--- config.mk ---
export PLATFORM = sky130hd
export DESIGN_NAME = vend_ctrl_flat
export DESIGN_NICKNAME = d
export VERILOG_FILES = /design/src/rtl/vend_ctrl_if.sv /design/src/rtl/vend_ctrl.sv /design/src/flat_wrapper.sv
export SDC_FILE = /design/constraint.sdc
export NUM_CORES = 1
export LEC_CHECK = 0
export CAP_MARGIN = 25
export CORE_UTILIZATION = 50
export CTS_BUF_LIST = sky130_fd_sc_hd__clkbuf_8 sky130_fd_sc_hd__clkbuf_16
export DETAILED_ROUTE_END_ITERATION = 8
export DONT_BUFFER_PORTS = 1
export GPL_ROUTABILITY_DRIVEN = 0
export PLACE_DENSITY = 0.63
export SLEW_MARGIN = 15
export SYNTH_ARGS = -nofsm -noshare
export SYNTH_HDL_FRONTEND = slang
export SYNTH_SLANG_ARGS = --single-unit
--- constraint.sdc ---
create_clock -name i_clk -period 2.6 [get_ports i_clk]
set_clock_uncertainty 0.1 [all_clocks]
set_input_delay 0.39 -clock i_clk [delete_from_list [all_inputs] [get_ports i_clk]]
set_output_delay 0.39 -clock i_clk [all_outputs]
set_load 0.05 [all_outputs]
--- src/rtl/vend_ctrl_if.sv ---
// ---------------------------------------------------------------------------
// vend_ctrl_if
//   Groups the coin/button front-end inputs and the actuator/display outputs
//   of the vending controller into one bundle.
//
//   Front end -> controller : coin_100, coin_500, sel_valid, sel[1:0], cancel
//   Controller -> actuators : credit[5:0], vend, vend_item[1:0], deny,
//                             coin_reject, change_100, change_500, busy
//
//   master : the side that produces coin/button pulses (front end, bench)
//   slave  : the controller itself
// ---------------------------------------------------------------------------
interface vend_ctrl_if;
    logic       coin_100;
    logic       coin_500;
    logic       sel_valid;
    logic [1:0] sel;
    logic       cancel;

    logic [5:0] credit;
    logic       vend;
    logic [1:0] vend_item;
    logic       deny;
    logic       coin_reject;
    logic       change_100;
    logic       change_500;
    logic       busy;

    modport master (
        output coin_100, coin_500, sel_valid, sel, cancel,
        input  credit, vend, vend_item, deny, coin_reject,
               change_100, change_500, busy
    );

    modport slave (
        input  coin_100, coin_500, sel_valid, sel, cancel,
        output credit, vend, vend_item, deny, coin_reject,
               change_100, change_500, busy
    );
endinterface

--- src/rtl/vend_ctrl.sv ---
// ---------------------------------------------------------------------------
// vend_ctrl
//   Vending-machine sequencing controller. Accepts 100/500-won coin pulses,
//   keeps the credit (in 100-won units), vends when the credit covers the
//   selected price, pays change back one coin per cycle (500s first), and
//   refunds on cancel or after TIMEOUT_S idle seconds in the CREDIT state.
//
//   Ports
//     i_clk  : system clock, everything on the rising edge
//     reset  : synchronous, active-low reset
//     bus    : vend_ctrl_if.slave (coins/buttons in, actuator pulses out)
//
//   All outputs are registered; credit is the credit register itself.
// ---------------------------------------------------------------------------
module vend_ctrl #(
    parameter int CLK_HZ     = 100,
    parameter int TIMEOUT_S  = 10,
    parameter int PRICE0     = 3,
    parameter int PRICE1     = 5,
    parameter int PRICE2     = 7,
    parameter int PRICE3     = 12,
    parameter int MAX_CREDIT = 30
) (
    input  logic        i_clk,
    input  logic        reset,
    vend_ctrl_if.slave  bus
);

    localparam int PW = $clog2(CLK_HZ);
    localparam int SW = $clog2(TIMEOUT_S + 1);

    localparam logic [PW-1:0] PRESC_LAST = PW'(CLK_HZ - 1);
    localparam logic [SW-1:0] SEC_LAST   = SW'(TIMEOUT_S - 1);
    localparam logic [6:0]    CREDIT_MAX = 7'(MAX_CREDIT);

    localparam int PRICES [4] = '{PRICE0, PRICE1, PRICE2, PRICE3};

    typedef enum logic [1:0] {
        S_IDLE   = 2'd0,
        S_CREDIT = 2'd1,
        S_VEND   = 2'd2,
        S_CHANGE = 2'd3
    } state_t;

    // ------------------------------------------------------------------
    // Price table
    // ------------------------------------------------------------------
    logic [5:0] price_tbl [4];

    generate
        for (genvar gi = 0; gi < 4; gi++) begin : g_price
            assign price_tbl[gi] = 6'(PRICES[gi]);
        end
    endgenerate

    // ------------------------------------------------------------------
    // Registers
    // ------------------------------------------------------------------
    state_t        state_q,       state_d;
    logic [5:0]    credit_q,      credit_d;
    logic [1:0]    item_q,        item_d;
    logic [PW-1:0] presc_q,       presc_d;
    logic [SW-1:0] sec_q,         sec_d;
    logic          vend_q,        vend_d;
    logic [1:0]    vend_item_q,   vend_item_d;
    logic          deny_q,        deny_d;
    logic          coin_reject_q, coin_reject_d;
    logic          change_100_q,  change_100_d;
    logic          change_500_q,  change_500_d;
    logic          busy_q,        busy_d;

    // ------------------------------------------------------------------
    // Coin decode: 500 wins when both pulses arrive together, and the
    // 100 coin of that pair is always handed back.
    // ------------------------------------------------------------------
    logic       coin_any;
    logic       coin_dup;
    logic [2:0] coin_val;
    logic [6:0] credit_sum;
    logic       coin_fits;
    logic       timeout_hit;
    logic [5:0] sel_price;
    logic [5:0] credit_after_vend;

    always_comb begin
        coin_any          = bus.coin_100 | bus.coin_500;
        coin_dup          = bus.coin_100 & bus.coin_500;
        coin_val          = bus.coin_500 ? 3'd5 : (bus.coin_100 ? 3'd1 : 3'd0);
        credit_sum        = {1'b0, credit_q} + 7'(coin_val);
        coin_fits         = (credit_sum <= CREDIT_MAX);
        sel_price         = price_tbl[bus.sel];
        credit_after_vend = credit_q - price_tbl[item_q];
        // Fires on the cycle the seconds counter would reach TIMEOUT_S,
        // so CHANGE is entered exactly TIMEOUT_S*CLK_HZ edges after a clear.
        timeout_hit       = (presc_q == PRESC_LAST) && (sec_q == SEC_LAST);
    end

    // ------------------------------------------------------------------
    // Next-state / next-output logic
    // ------------------------------------------------------------------
    always_comb begin
        state_d       = state_q;
        credit_d      = credit_q;
        item_d        = item_q;
        presc_d       = '0;        // counters idle at zero unless advanced
        sec_d         = '0;
        vend_d        = 1'b0;
        vend_item_d   = '0;
        deny_d        = 1'b0;
        coin_reject_d = 1'b0;
        change_100_d  = 1'b0;
        change_500_d  = 1'b0;

        case (state_q)
            S_IDLE: begin
                if (coin_any) begin
                    if (coin_fits) begin
                        credit_d      = credit_sum[5:0];
                        state_d       = S_CREDIT;
                        coin_reject_d = coin_dup;
                    end else begin
                        coin_reject_d = 1'b1;
                    end
                end
                deny_d = bus.sel_valid;
            end

            S_CREDIT: begin
                if (bus.cancel) begin
                    // Cancel pre-empts everything else this cycle.
                    state_d       = S_CHANGE;
                    coin_reject_d = coin_any;
                end else if (bus.sel_valid) begin
                    coin_reject_d = coin_any;
                    if (credit_q >= sel_price) begin
                        state_d = S_VEND;
                        item_d  = bus.sel;
                    end else begin
                        // Denied select counts as activity: counters stay cleared.
                        deny_d = 1'b1;
                    end
                end else if (coin_any && coin_fits) begin
                    credit_d      = credit_sum[5:0];
                    coin_reject_d = coin_dup;
                end else begin
                    // No activity (an overflowing coin is not activity).
                    coin_reject_d = coin_any;
                    if (timeout_hit) begin
                        state_d = S_CHANGE;
                    end else if (presc_q == PRESC_LAST) begin
                        presc_d = '0;
                        sec_d   = sec_q + SW'(1);
                    end else begin
                        presc_d = presc_q + PW'(1);
                        sec_d   = sec_q;
                    end
                end
            end

            S_VEND: begin
                vend_d        = 1'b1;
                vend_item_d   = item_q;
                credit_d      = credit_after_vend;
                state_d       = (credit_after_vend != 6'd0) ? S_CHANGE : S_IDLE;
                coin_reject_d = coin_any;
                deny_d        = bus.sel_valid;
            end

            S_CHANGE: begin
                if (credit_q >= 6'd5) begin
                    change_500_d = 1'b1;
                    credit_d     = credit_q - 6'd5;
                end else if (credit_q != 6'd0) begin
                    change_100_d = 1'b1;
                    credit_d     = credit_q - 6'd1;
                end else begin
                    state_d = S_IDLE;
                end
                coin_reject_d = coin_any;
                deny_d        = bus.sel_valid;
            end

            default: begin
                state_d = S_IDLE;
            end
        endcase

        busy_d = (state_d == S_VEND) || (state_d == S_CHANGE);
    end

    // ------------------------------------------------------------------
    // State and output registers
    // ------------------------------------------------------------------
    always_ff @(posedge i_clk) begin
        if (!reset) begin
            state_q       <= S_IDLE;
            credit_q      <= '0;
            item_q        <= '0;
            presc_q       <= '0;
            sec_q         <= '0;
            vend_q        <= 1'b0;
            vend_item_q   <= '0;
            deny_q        <= 1'b0;
            coin_reject_q <= 1'b0;
            change_100_q  <= 1'b0;
            change_500_q  <= 1'b0;
            busy_q        <= 1'b0;
        end else begin
            state_q       <= state_d;
            credit_q      <= credit_d;
            item_q        <= item_d;
            presc_q       <= presc_d;
            sec_q         <= sec_d;
            vend_q        <= vend_d;
            vend_item_q   <= vend_item_d;
            deny_q        <= deny_d;
            coin_reject_q <= coin_reject_d;
            change_100_q  <= change_100_d;
            change_500_q  <= change_500_d;
            busy_q        <= busy_d;
        end
    end

    assign bus.credit      = credit_q;
    assign bus.vend        = vend_q;
    assign bus.vend_item   = vend_item_q;
    assign bus.deny        = deny_q;
    assign bus.coin_reject = coin_reject_q;
    assign bus.change_100  = change_100_q;
    assign bus.change_500  = change_500_q;
    assign bus.busy        = busy_q;

endmodule

--- src/flat_wrapper.sv ---
// flat-port wrapper written by rule: the top's interface ports become plain ports
module vend_ctrl_flat 
#(
    parameter int CLK_HZ     = 100,
    parameter int TIMEOUT_S  = 10,
    parameter int PRICE0     = 3,
    parameter int PRICE1     = 5,
    parameter int PRICE2     = 7,
    parameter int PRICE3     = 12,
    parameter int MAX_CREDIT = 30
)
  (i_clk, reset, bus_coin_100, bus_coin_500, bus_sel_valid, bus_sel, bus_cancel, bus_credit, bus_vend, bus_vend_item, bus_deny, bus_coin_reject, bus_change_100, bus_change_500, bus_busy);
  vend_ctrl_if bus_i ();
  input  logic i_clk;
  input  logic reset;
  input wire logic [$bits(bus_i.coin_100)-1:0] bus_coin_100;
  input wire logic [$bits(bus_i.coin_500)-1:0] bus_coin_500;
  input wire logic [$bits(bus_i.sel_valid)-1:0] bus_sel_valid;
  input wire logic [$bits(bus_i.sel)-1:0] bus_sel;
  input wire logic [$bits(bus_i.cancel)-1:0] bus_cancel;
  output wire logic [$bits(bus_i.credit)-1:0] bus_credit;
  output wire logic [$bits(bus_i.vend)-1:0] bus_vend;
  output wire logic [$bits(bus_i.vend_item)-1:0] bus_vend_item;
  output wire logic [$bits(bus_i.deny)-1:0] bus_deny;
  output wire logic [$bits(bus_i.coin_reject)-1:0] bus_coin_reject;
  output wire logic [$bits(bus_i.change_100)-1:0] bus_change_100;
  output wire logic [$bits(bus_i.change_500)-1:0] bus_change_500;
  output wire logic [$bits(bus_i.busy)-1:0] bus_busy;
  assign bus_i.coin_100 = bus_coin_100;
  assign bus_i.coin_500 = bus_coin_500;
  assign bus_i.sel_valid = bus_sel_valid;
  assign bus_i.sel = bus_sel;
  assign bus_i.cancel = bus_cancel;
  assign bus_credit = bus_i.credit;
  assign bus_vend = bus_i.vend;
  assign bus_vend_item = bus_i.vend_item;
  assign bus_deny = bus_i.deny;
  assign bus_coin_reject = bus_i.coin_reject;
  assign bus_change_100 = bus_i.change_100;
  assign bus_change_500 = bus_i.change_500;
  assign bus_busy = bus_i.busy;
  vend_ctrl #(.CLK_HZ(CLK_HZ), .TIMEOUT_S(TIMEOUT_S), .PRICE0(PRICE0), .PRICE1(PRICE1), .PRICE2(PRICE2), .PRICE3(PRICE3), .MAX_CREDIT(MAX_CREDIT)) u_core (.i_clk(i_clk), .reset(reset), .bus(bus_i));
endmodule
## Word-level counts from Yosys, hierarchy flattened

Cells that the tools add are included.

| cells by class | value |
|---|---|
| $add $sub $neg | 6 |
| $lt $le $gt $ge | 5 |
| eq/ne operators | 13 |
| muxes and demuxes | 40 |
| bitwise operators | 8 |
| reduce and logical (&&, ||, !) cells | 15 |

Operators with widths:

| kind | number |
|---|---|
| two-way mux 6 bit | 11 |
| binary-select mux 6 bit (select 2 bit) | 2 |
| one-hot mux 6 bit (4 select lines) | 1 |
| two-way mux 2 bit | 10 |
| two-way mux 1 bit | 12 |
| nonzero test 6 bit | 2 |
| equality test 2 bit, second input constant | 4 |
| one-hot mux 2 bit (4 select lines) | 1 |
| adder 6 x 3 -> 7 bit | 1 |
| adder 7 x 1 -> 7 bit, second input constant | 1 |
| equality test 7 bit, second input constant | 1 |
| less-or-equal comparator 7 x 5 -> 1 bit, second input constant | 1 |
| OR reduction 7 bit | 1 |
| greater-or-equal comparator 3 bit, second input constant | 2 |
| greater-or-equal comparator 6 x 3 -> 1 bit, second input constant | 1 |
| greater-or-equal comparator 6 bit | 1 |
| inequality test 2 x 1 -> 1 bit, second input constant | 3 |
| inverter 2 -> 3 bit | 2 |
| AND reduction 6 bit | 1 |
| OR reduction 3 bit | 2 |
| OR reduction 6 bit | 1 |
| subtractor 6 x 1 -> 6 bit, second input constant | 1 |
| subtractor 6 x 3 -> 6 bit, second input constant | 1 |
| subtractor 6 bit | 1 |
| other kinds (17) | 23 |

| word-level totals | value |
|---|---|
| flip-flop bits (word level) | 29 |
| bits of input ports | 8 |
| output and inout bits | 14 |
| word-level logic and storage cells | 99 |

## Depth between registers and ports, before layout

| logic depth | value |
|---|---|
| depth in word-level cells | 11 |
| gate-level depth with buffers | 10 |
| depth with buffers taken out | 9 |

## Worst setup path after synthesis

Ideal clock, no wire load.

| timing | value |
|---|---|
| path kind | reg-to-reg |
| from | reg u_core.credit_q[0], in the netlist u_core.bus.credit[0] |
| to | reg u_core.credit_q[4], in the netlist u_core.bus.credit[4] |
| setup time | 86 ps |
| arrival | 2426 ps |
| data required time | 2414 ps |
| path slack | -11 ps |
| cell stages (with the launch flop) | 9 |
| path buffers | 0 |
| period minus slack after synthesis | 2611 ps |
| cells stage by stage | dfxtp_1 > inv_1 > ha_1 > fa_1 > nand2b_1 > a21oi_1 > mux2i_1 > and4b_1 > a211oi_1 |

| on the way | value |
|---|---|
| word-level cells in the longest chain between the ends | 5 |
| elaborated cells between the ends (all ways) | 20 |
| those cells by class | add/sub (4); order compare (2); eq/ne (3); mux (8); reduce/logical (3) |

Ends and longest elaborated chain:

| element | RTL line | source |
|---|---|---|
| from (decl) | vend_ctrl.sv:60 | `logic [5:0] credit_q, credit_d;` |
| from (signal assigned) | vend_ctrl.sv:210 | `credit_q <= credit_d;` |
| adder 6 x 3 -> 7 bit | vend_ctrl.sv:89 | `credit_sum = {1'b0, credit_q} + 7'(coin_val);` |
| less-or-equal comparator 7 x 5 -> 1 bit or two-way mux 6 bit (tied branches) | vend_ctrl.sv:90, vend_ctrl.sv:142 |  |
| logical AND 1 bit or two-way mux 6 bit (tied branches) | vend_ctrl.sv:142, vend_ctrl.sv:133 |  |
| inequality test 2 x 1 -> 1 bit (no line) or two-way mux 6 bit (tied branches) | - |  |
| AND reduction 6 bit (no line) or one-hot mux 6 bit (4 select lines) (tied branches) | - |  |

Parallel ways exist; a longest one is shown, timed or not. The select of a mux whose other input is x is not followed.
A chain may end at the register's enable or synchronous reset.

## Worst setup path after layout

| timing | value |
|---|---|
| from | reg u_core.item_q[1] |
| to | reg u_core.credit_q[4], in the netlist u_core.bus.credit[4] |

| on the way | value |
|---|---|
| word-level cells in the longest chain between the ends | 6 |

Ends and longest elaborated chain:

| element | RTL line | source |
|---|---|---|
| from (decl) | vend_ctrl.sv:61 | `logic [1:0] item_q, item_d;` |
| from (signal assigned) | vend_ctrl.sv:211 | `item_q <= item_d;` |
| inverter 2 -> 3 bit (implied by the code) | vend_ctrl.sv:92 | `credit_after_vend = credit_q - price_tbl[item_q];` |
| binary-select mux 6 bit (select 2 bit) | vend_ctrl.sv:92 |  |
| two-way mux 6 bit (implied by the code) (2 in a row) | vend_ctrl.sv:92 |  |
| subtractor 6 bit | vend_ctrl.sv:92 |  |
| one-hot mux 6 bit (4 select lines) | vend_ctrl.sv:114 | `case (state_q)` |

Every way passes these cells. The select of a mux whose other input is x is not followed.

==> impl_results.md <==
- Dominant synthesized flop cell: dfxtp_1
- Post-placement cell count: 291
- Setup bufs post-CTS: 0
- Worst slew pin tran: ~0.65 ns
- Wire length per cell: 16.7 um
- Place WS: about 0.10 ns
- Gr usage total: 0.259
- Maximum VDD drop: 0.000417 V
- Hold Path Class: in2reg
- Mapped Nets: ~270
- Synthesis-stage register bit count: 29
- Compound-Gate Fraction of Synth Area: 0.251
- Port Buffers: 0
- Max Fanout on Critical Path: 4
- Mux share of post-synthesis cell area: 0.0196
- Hold-fix buffers at CTS: 0
- Pre-antenna DRT Iters: 5
- Fin. max-slew vios: 0
- Hold Violations, Final: 0
- Placed cell areas: between 2000 and 2500 um^2
- YS warnings: 0
- Drt initial violations: between 100 and 150
- Fraction of layout cells with a size suffix above 1: 0.132
- Total negative setup slack: 0 ns
- Post-synth top area share: 0.285
- Tcrit/Tclk final: 0.931
- Largest family of logic cells by synthesized area: compound AO/OA/AOI/OAI gates
- Ports: 22
- Worst setup margin: 0.178 ns
- Max cap viols: 0
- Outcome: completed
- FP Rows: 22
- Resize count post-CTS: 0
- Fmax: 413 MHz
- N_diodes: 0
- Sink Count: 29
- Top-count cell post-synth: dfxtp_1
- DR DRC count: 0
- Vias in the first global route: ~1,800
- Final HPWL DP: 3740 um
- CTS tree: yes
- Die Ht: approximately 66 um
- Slew margin rel.: 0.566
- Synth Area in Adders: 0.108
- Skew-Pair Late Insertion Delay: 0.28 ns
- DR vias: around 1,800
- Final Routed Wirelength: 4970 um
- Crit start category: register
- Largest net degree at the start of global routing: 18
- Critical Path RT: 2.68 ns
- Hold Slack: about 0.12 ns
- Initial antenna violation count: 0
- Total gr overflow: 0
- Synth Area in Simple Gates: 0.235
- Synth top area cells: dfxtp_1 28%, ha_1 9.8%, a211oi_1 5.2%
- Synthesized area: roughly 2000 um^2
- Mapped Cells: between 200 and 250
- Clk root buf: clkbuf_8
- Starting Density: 0.537
- Core Area: about 3800 um^2
- Shortest period the worst path allows: 2.42 ns
- Clk buf depth: 2
- Clock transition at path regs: 0.07 ns
- Design area: between 2000 and 2500 um^2
- Final Net Count: around 280
- TritonCTS Buffers: 5
- Finish-stage setup viols: 0
- Synth unique cells: approximately 60
- Die area: 4340 um^2
- First-pass GRT wire length: ~8500 um
- Chip Width: between 60 and 70 um
- Async set or reset register ratio after synthesis: 0
- Via density: between 6 and 7
- Commonest cells in the synthesized netlist: 29 x dfxtp_1, 25 x nor2_1, 17 x nand2_1, 16 x ha_1
- Post-synth EDFFs: 0
- Critical path type: reg2reg
- Final ANT Viol Nets: 0
- Syn Area/Cell: 8.50 um^2
- H-tree depth: 2
- Register area share after synthesis: 0.285
- Final Non-Filler Cells: 298
- RSZ-0062 raised after global routing: no
- Critical Path Sink Type: register
- P_leak: ~0.86 nW
- Worst Path Arrival: 2.51 ns
- Synth Area in XOR/XNOR: 0.0515
- P&R area growth vs syn: 10.7%
- Cell Pwr Density: between 1000 and 1500 nW/um^2
- Largest area contributor in the netlist: dfxtp_1
[logic make-up after synthesis]
logic type	Yosys count
muxes	4
xor gates and xnor gates	12
adders and majority gates	17
buffers and inverters	24
AOI/OAI and AO/OA	68
and+or+nand+nor	86
DFF	29
[through the flow]
stage | power, W | utilization
2_1_floorplan | 0.00164 | -
3_3_place_gp | 0.00192 | 0.566
5_1_grt | 0.00257 | 0.594
6_report | 0.00242 | 0.594
3_5_place_dp | 0.00193 | 0.566
4_1_cts | 0.00239 | 0.593
[critical path, stage by stage, from the launching register on]
cell	delay, ns
dfxtp_1	0.37
nand2_1	0.11
ha_1	0.22
fa_1	0.39
nand2b_1	0.18
a21oi_2	0.14
mux2i_1	0.32
and4b_1	0.25
a211oi_1	0.25
[state kept, by name, summed over array words and instances, names as in the netlist, 2 cells and up]
| signal | cells |
|---|---|
| u_core.bus.vend_item | 2 |
| u_core.bus.credit | 6 |
| u_core.sec_q | 4 |
| u_core.state_q | 2 |
| u_core.presc_q | 7 |
| u_core.item_q | 2 |
[path summary, 6_finish.rpt]
path	from	endpoint	slack (ns)	cells past startpoint
worst max-delay path	u_core.item_q[1]$_SDFFE_PN0P_	u_core.bus.credit[4]$_SDFFE_PN0P_	0.18	8
worst min-delay path	bus_sel_valid	u_core.bus.deny$_SDFF_PN0_	0.12	2
worst max register to register	u_core.item_q[1]$_SDFFE_PN0P_	u_core.bus.credit[4]$_SDFFE_PN0P_	0.18	8
worst min register to register	u_core.presc_q[0]$_SDFF_PP0_	u_core.presc_q[0]$_SDFF_PP0_	0.36	1
[per-layer routing]
metal | vias up | GRT usage | wire (um)
met5 | - | 0 | 0
met4 | 0 | 0.0679 | 48
met3 | 5 | 0.0655 | 345
met2 | 72 | 0.416 | 2290
met1 | 859 | 0.342 | 2290
li1 | 905 | - | -
[layout make-up]
class                      count  area, um^2
clock buffer                   5        68.8
timing repair buffer          13        97.6
sequential                    29         583
tap                           48        60.1
inverter                      14        52.6
clock inverter                 2        35.0
multi-input combinational    187        1360
fill                         329        1540
[power breakdown]
part           internal (W)  leakage (nW)  switching [W]  total (W)
clock              0.000278        0.0540       0.000173   0.000451
sequential         0.000513         0.237       0.000201   0.000714
combinational      0.000513         0.572       0.000739    0.00125
total               0.00130         0.863        0.00111    0.00242
[layout by cell type, fill, tap and decap left out, types with 4 or more instances in the layout]
master / instances
nor3_1: 4
a211oi_1: 14
o21a_1: 4
inv_1: 14
buf_4: 13
xnor2_1: 6
nand2_1: 17
xor2_1: 6
dfxtp_1: 27
mux2i_1: 4
ha_1: 16
a21oi_1: 10
nor2b_1: 5
and3_1: 7
a311oi_1: 4
clkbuf_8: 5
nor2_1: 25
o21ai_0: 9
No activity file was read; power rests on OpenSTA's default activity.
